## src/rtl/claa_cmp_decode_unit.sv

```systemverilog
// Registered utility slice: one-hot tree decoder, two-level carry-lookahead adder and
// tree magnitude comparator behind one output register. Define CLAA_SIGNED_OVF_EN to add the ovf output.
module claa_cmp_decode_unit #(
   parameter int DEC_WIDTH    = 12,
   parameter int ADD_WIDTH    = 16,
   parameter int CASCADE_SIZE = 4,
   parameter int CMP_WIDTH    = 7
) (
   input  logic                         clk,
   input  logic                         reset,
   input  logic                         in_valid,
   input  logic [$clog2(DEC_WIDTH)-1:0] dec_sel,
   input  logic [ADD_WIDTH-1:0]         add_a,
   input  logic [ADD_WIDTH-1:0]         add_b,
   input  logic                         add_cin,
   input  logic [CMP_WIDTH-1:0]         cmp_a,
   input  logic [CMP_WIDTH-1:0]         cmp_b,
   output logic                         out_valid,
   output logic [DEC_WIDTH-1:0]         dec_out,
   output logic [ADD_WIDTH-1:0]         sum,
   output logic                         cout,
   output logic                         cmp_gt,
   output logic                         cmp_eq,
`ifdef CLAA_SIGNED_OVF_EN
   output logic                         ovf,
`endif
   output logic                         cmp_lt
);

   localparam int SEL_W  = $clog2(DEC_WIDTH);
   localparam int NG     = ADD_WIDTH / CASCADE_SIZE;
   localparam int CMP_P2 = 1 << $clog2(CMP_WIDTH);

   // Decoder tree: level l splits on select bit SEL_W-l; nodes whose whole subtree lies
   // beyond DEC_WIDTH are never built, so out-of-range selects fall through to all zero.
   logic [DEC_WIDTH-1:0] dec_comb;

   for (genvar l = 0; l <= SEL_W; l++) begin : g_lvl
      localparam int SPAN = 1 << (SEL_W - l);
      localparam int N    = (DEC_WIDTH + SPAN - 1) / SPAN;
      logic [N-1:0] node;
      if (l == 0) begin : g_root
         assign node = 1'b1;
      end else begin : g_split
         for (genvar j = 0; j < N; j++) begin : g_node
            if (j % 2 == 1) begin : g_hi
               assign node[j] = g_lvl[l-1].node[j/2] & dec_sel[SEL_W-l];
            end else begin : g_lo
               assign node[j] = g_lvl[l-1].node[j/2] & ~dec_sel[SEL_W-l];
            end
         end
      end
   end

   assign dec_comb = g_lvl[SEL_W].node;

   logic [ADD_WIDTH-1:0] bit_g, bit_p, pre_g, pre_p, carry, sum_comb;
   logic [NG-1:0]        grp_g, grp_p;
   logic [NG:0]          grp_c;

   assign bit_g = add_a & add_b;
   assign bit_p = add_a ^ add_b;

   // Every carry is a flat sum-of-products: in-group prefixes first, then the same
   // lookahead form over group G/P yields the group carry-ins.
   always_comb begin
      logic term;
      int   base;
      term  = 1'b0;
      base  = 0;
      pre_g = '0;
      pre_p = '0;
      grp_g = '0;
      grp_p = '0;
      grp_c = '0;
      carry = '0;
      for (int k = 0; k < NG; k++) begin
         base = k * CASCADE_SIZE;
         for (int i = 0; i < CASCADE_SIZE; i++) begin
            pre_p[base+i] = 1'b1;
            for (int m = 0; m <= i; m++) pre_p[base+i] = pre_p[base+i] & bit_p[base+m];
            for (int j = 0; j <= i; j++) begin
               term = bit_g[base+j];
               for (int m = j + 1; m <= i; m++) term = term & bit_p[base+m];
               pre_g[base+i] = pre_g[base+i] | term;
            end
         end
         grp_g[k] = pre_g[base+CASCADE_SIZE-1];
         grp_p[k] = pre_p[base+CASCADE_SIZE-1];
      end
      grp_c[0] = add_cin;
      for (int k = 0; k < NG; k++) begin
         term = add_cin;
         for (int m = 0; m <= k; m++) term = term & grp_p[m];
         grp_c[k+1] = term;
         for (int j = 0; j <= k; j++) begin
            term = grp_g[j];
            for (int m = j + 1; m <= k; m++) term = term & grp_p[m];
            grp_c[k+1] = grp_c[k+1] | term;
         end
      end
      for (int k = 0; k < NG; k++) begin
         base = k * CASCADE_SIZE;
         for (int i = 0; i < CASCADE_SIZE; i++) begin
            if (i == 0) carry[base] = grp_c[k];
            else        carry[base+i] = pre_g[base+i-1] | (pre_p[base+i-1] & grp_c[k]);
         end
      end
   end

   assign sum_comb = bit_p ^ carry;

   // Comparator operands are zero-padded to a power of two; heap node k has the
   // lower-order half at 2k+1 and the higher-order half at 2k+2.
   logic [CMP_P2-1:0]   pad_a, pad_b;
   logic [2*CMP_P2-2:0] node_gt, node_eq;

   always_comb begin
      pad_a   = CMP_P2'(cmp_a);
      pad_b   = CMP_P2'(cmp_b);
      node_gt = '0;
      node_eq = '0;
      for (int i = 0; i < CMP_P2; i++) begin
         node_gt[CMP_P2-1+i] = pad_a[i] & ~pad_b[i];
         node_eq[CMP_P2-1+i] = ~(pad_a[i] ^ pad_b[i]);
      end
      for (int k = CMP_P2 - 2; k >= 0; k--) begin
         node_gt[k] = node_gt[2*k+2] | (node_eq[2*k+2] & node_gt[2*k+1]);
         node_eq[k] = node_eq[2*k+2] & node_eq[2*k+1];
      end
   end

   always_ff @(posedge clk or posedge reset) begin
      if (reset) begin
         out_valid <= 1'b0;
         dec_out   <= '0;
         sum       <= '0;
         cout      <= 1'b0;
         cmp_gt    <= 1'b0;
         cmp_eq    <= 1'b0;
         cmp_lt    <= 1'b0;
`ifdef CLAA_SIGNED_OVF_EN
         ovf       <= 1'b0;
`endif
      end else begin
         out_valid <= in_valid;
         if (in_valid) begin
            dec_out <= dec_comb;
            sum     <= sum_comb;
            cout    <= grp_c[NG];
            cmp_gt  <= node_gt[0];
            cmp_eq  <= node_eq[0];
            cmp_lt  <= ~node_gt[0] & ~node_eq[0];
`ifdef CLAA_SIGNED_OVF_EN
            ovf     <= carry[ADD_WIDTH-1] ^ grp_c[NG];
`endif
         end
      end
   end

endmodule

```

## config.mk

```make
export PLATFORM = sky130hd
export DESIGN_NAME = claa_cmp_decode_unit
export DESIGN_NICKNAME = d
export VERILOG_FILES = /design/src/rtl/claa_cmp_decode_unit.sv
export SDC_FILE = /design/constraint.sdc
export NUM_CORES = 1
export LEC_CHECK = 0
export ABC_AREA = 1
export CELL_PAD_IN_SITES_DETAIL_PLACEMENT = 0
export CELL_PAD_IN_SITES_GLOBAL_PLACEMENT = 1
export CORE_ASPECT_RATIO = 1.75
export CORE_UTILIZATION = 28
export DETAILED_ROUTE_END_ITERATION = 8
export PLACE_DENSITY_LB_ADDON = 0.05
export SLEW_MARGIN = 25
export SYNTH_ARGS = -nofsm -noshare
export SYNTH_HDL_FRONTEND = slang
export SYNTH_SLANG_ARGS = --single-unit
```

## constraint.sdc

```tcl
create_clock -name clk -period 0.9 [get_ports clk]
set_clock_uncertainty 0.1 [all_clocks]
set_input_delay 0.135 -clock clk [delete_from_list [all_inputs] [get_ports clk]]
set_output_delay 0.135 -clock clk [all_outputs]
set_load 0.02 [all_outputs]
```

==> results by group <==
Clocking
  • CTS sink cnt: 33
  • TritonCTS clock tree: done
  • Root Buffer: clkbuf_16
  • CTS max path bufs: 2
  • CTS H-tree depth: 2
  • CTS Buf Count: 5
  • Worst-Skew Late Latency: about 0.27 ns
  • Clock slew at reported path FFs: roughly 0.050 ns

Worst hold path
  • Min-delay worst type: input port to register
  • Hold EP: dec_out[11]
  • HP Start: dec_sel[3]
  • Hold path depth: 3

Yosys
  • Post-Syn Nets: roughly 330
  • Syn_area_per_cell: 8.43 um^2
  • Register area share after synthesis: approximately 40%
  • Syn Inst Count: ~250
  • Synth area leader: dfrtp_1
  • Area share of the largest cell type after synthesis: between 30% and 40%
  • Area contributors post-synth: dfrtp_1 (40%), ha_1 (14%), nand2_1 (11%)
  • Distinct cells, synth: 27
  • Synthesized flop and latch total: 33
  • Synth warnings: 0
  • Post-Syn Area: 2070 um^2

STA
  • Setup violators final: just under 50
  • Min Tclk post-route: 1.43 ns
  • Slew HR: between 80 and 90%
  • Hold WS: between 0.1 and 0.15 ns
  • Max Clk Rate: roughly 0.70 GHz
  • Hold Fails Final Rpt: 0
  • Final WS setup: -0.531 ns
  • Unrepaired setup endpoints after global routing: yes
  • Slew Limit Fails: 0
  • Tcrit/Tclk final: 159%
  • Worst slew pin tran: roughly 0.20 ns

Setup path
  • Critical path data arrival time: 1.48 ns
  • Reg-to-Reg End: cout
  • Setup Crit Path Kind: input port to register
  • CP Launch Type: input port
  • Worst reg2reg setup slack: -0.09 ns
  • Reg2reg start: cout
  • Register-to-Register Path Depth: 4
  • Crit path capture type: register
  • Worst Path Max Fanout: 3
  • Critical Path RT: 0.95 ns

Routing
  • WL per Instance: 12.3 um
  • Drt pass-1 iters: 4
  • Residual DRC: 0
  • Via count: ~2.2k
  • Detail Route Antenna Nets: 0
  • WL final: roughly 6 mm
  • Vias/cell: ~4.6
  • DRT iter0 DRCs: 30

Power and ir drop
  • Power per standard cell area: 1450 nW/um^2
  • Logic pwr share: a little under two fifths
  • Leakage: between 2 and 2.5 nW
  • P_sw: 1.74 mW
  • Sequential share of power: between 20% and 30%
  • Int Power: between 4 and 5 mW
  • Sw Ratio: 28.9%
  • Clock power share: about a third
  • Peak supply drop: 0.00114 V

GRT
  • First-pass GRT wire length: a little under 10 mm
  • GRT Util Overall: between 10% and 20%
  • Vias in the first global route: roughly 2.2k
  • Pin count of the biggest net entering global routing: 21
  • Initial antenna violation count: 0
  • GRT overflow: 0

Final layout
  • Area grow syn2layout: 101%
  • Finished Core Util: about 58%
  • Diode count: 0
  • Final #Nets: about 470
  • Share of cells above drive strength 1: between 50% and 60%

Floorplanning
  • Die height: 116 um
  • Initial Utilization: roughly 29%
  • Placement row count: between 40 and 50
  • I/O pins: 87
  • Die X: ~67 um
  • Total core area: 7180 um^2
  • Die area: 7770 um^2

Place
  • Dpl hpwl: ~4.5 mm
  • IO Port Bufs: 86
  • Routability cong.: about 0.74

Run status
  • Failing checks: setup timing
  • Status: finished, violations left

Flow run
  • MaxCap Viol Count: 0
==> per-stage QoR <==
stage	std cells	power [mW]	cell area (um^2)	TNS, ns	worst slack, ns
after floorplan	246	2.69	2310	-6.94	-0.668
after global placement	451	3.72	3560	-34.55	-1.21
after detailed placement	451	3.74	3560	-35.07	-1.26
after CTS	475	5.99	4020	-10.94	-0.549
after global routing	480	6.37	4170	-12.64	-0.632
final	480	6.03	4170	-10.57	-0.531
==> power by group through the flow <==
stage / Clock [mW] / Sequential [mW] / Combinational (mW)
6_report: 1.96 / 1.80 / 2.28
5_1_grt: 2.06 / 1.82 / 2.49
4_1_cts: 2.01 / 1.80 / 2.18
3_5_place_dp: 0 / 1.79 / 1.95
3_3_place_gp: 0 / 1.79 / 1.93
2_1_floorplan: 0 / 1.98 / 0.715
==> worst max-delay path, cell delays in order <==
cell     delay (ns)
buf_6          0.10
ha_4           0.25
nand2_4        0.06
nand3_4        0.08
nand2_2        0.07
nand2_2        0.07
nand2_2        0.09
nand2_4        0.06
fa_2           0.36
xnor2_2        0.14
o21ai_1        0.07
==> cells in the mapped netlist <==
cell type  number
a21oi_4         1
or2_2           1
nand3_2         1
a31oi_1         1
nand3_1        24
nand2_4         3
a21oi_2         2
nand2_2         6
o21ai_0        24
a21oi_1         9
clkbuf_1        4
nor2_1         10
nand4_1         3
nor3_2          1
and2_1          1
clkinv_1        1
o21a_1          1
nand2_1        60
o21ai_1         1
dfrtp_1        33
fa_1            3
o21bai_2        1
buf_2           1
ha_1           23
inv_1          26
xnor2_1         2
xor2_1          3
==> area by class of cell <==
type | instances | area, um^2
sequential | 33 | 826
multi-input combinational | 181 | 1570
timing repair buffer | 145 | 1360
clock buffer | 7 | 143
inverter | 27 | 136
tap | 86 | 108
clock inverter | 1 | 30.0
fill | 673 | 3020
==> state kept, by name, summed over array words and instances (netlist names) <==
register / flops
dec_out: 12
sum: 16
out_valid: 1
cmp_lt: 1
cmp_gt: 1
cout: 1
cmp_eq: 1
==> worst max-delay path by stage <==
stage / slack [ns] / depth (start not counted) / startpoint / to
after floorplan: -0.67 / 10 / add_a[1] / sum[8]
after global placement: -1.21 / 11 / add_a[1] / sum[9]
after detailed placement: -1.26 / 11 / add_a[1] / sum[9]
final: -0.53 / 11 / add_b[1] / sum[9]
after CTS: -0.55 / 10 / add_b[1] / sum[4]
after global routing: -0.63 / 16 / add_a[1] / sum[15]
==> layout by cell type (no fill, tap or decap), types with 3 or more instances in the layout <==
cell type         n
nand3_1          14
o21ai_1          17
nand3_2           9
dlymetal6s2s_1    4
buf_4            47
xor2_1            3
nor2_1            7
clkbuf_2          4
a21oi_2           6
fa_2              3
nand2_1          48
a21oi_4           3
ha_4             19
nand4_1           3
ha_1              3
buf_6            52
nand2_2          16
buf_2            13
inv_1            11
o21ai_0           5
nand2_4           5
buf_12            3
dlygate4sd2_1     7
dfrtp_1          33
clkbuf_16         5
a21oi_1           3
inv_2            10
clkdlybuf4s50_1   9
clkdlybuf4s15_1   3
o21ai_2           3
==> cell families (layout without fill, tap and decap cells) <==
group / Yosys count / in the layout / synth area share [%]
DFF: 33 / 33 / 39.8
xor gates and xnor gates: 5 / 5 / 2.11
AOI/OAI and AO/OA: 40 / 40 / 11.0
and+or+nand+nor: 110 / 110 / 24.4
adders and majority gates: 26 / 26 / 16.8
buffers and inverters: 32 / 180 / 5.85
==> metal layers <==
layer  global-route usage [%]  up-vias  wire length [um]
met5                        0        -                 0
met4                     4.68        0                55
met3                     2.95        4               247
met2                     32.9       53              3510
met1                     16.5     1031              2110
li1                         -     1103                 -
==> repair_timing <==
action	in CTS	in global routing
pin swaps	58	19
gates cloned	0	0
setup buffers	16	10
setup endpoints to repair	65	64
hold buffers	0	0
resized for setup	384	43
No activity file was read; power rests on OpenSTA's default activity.
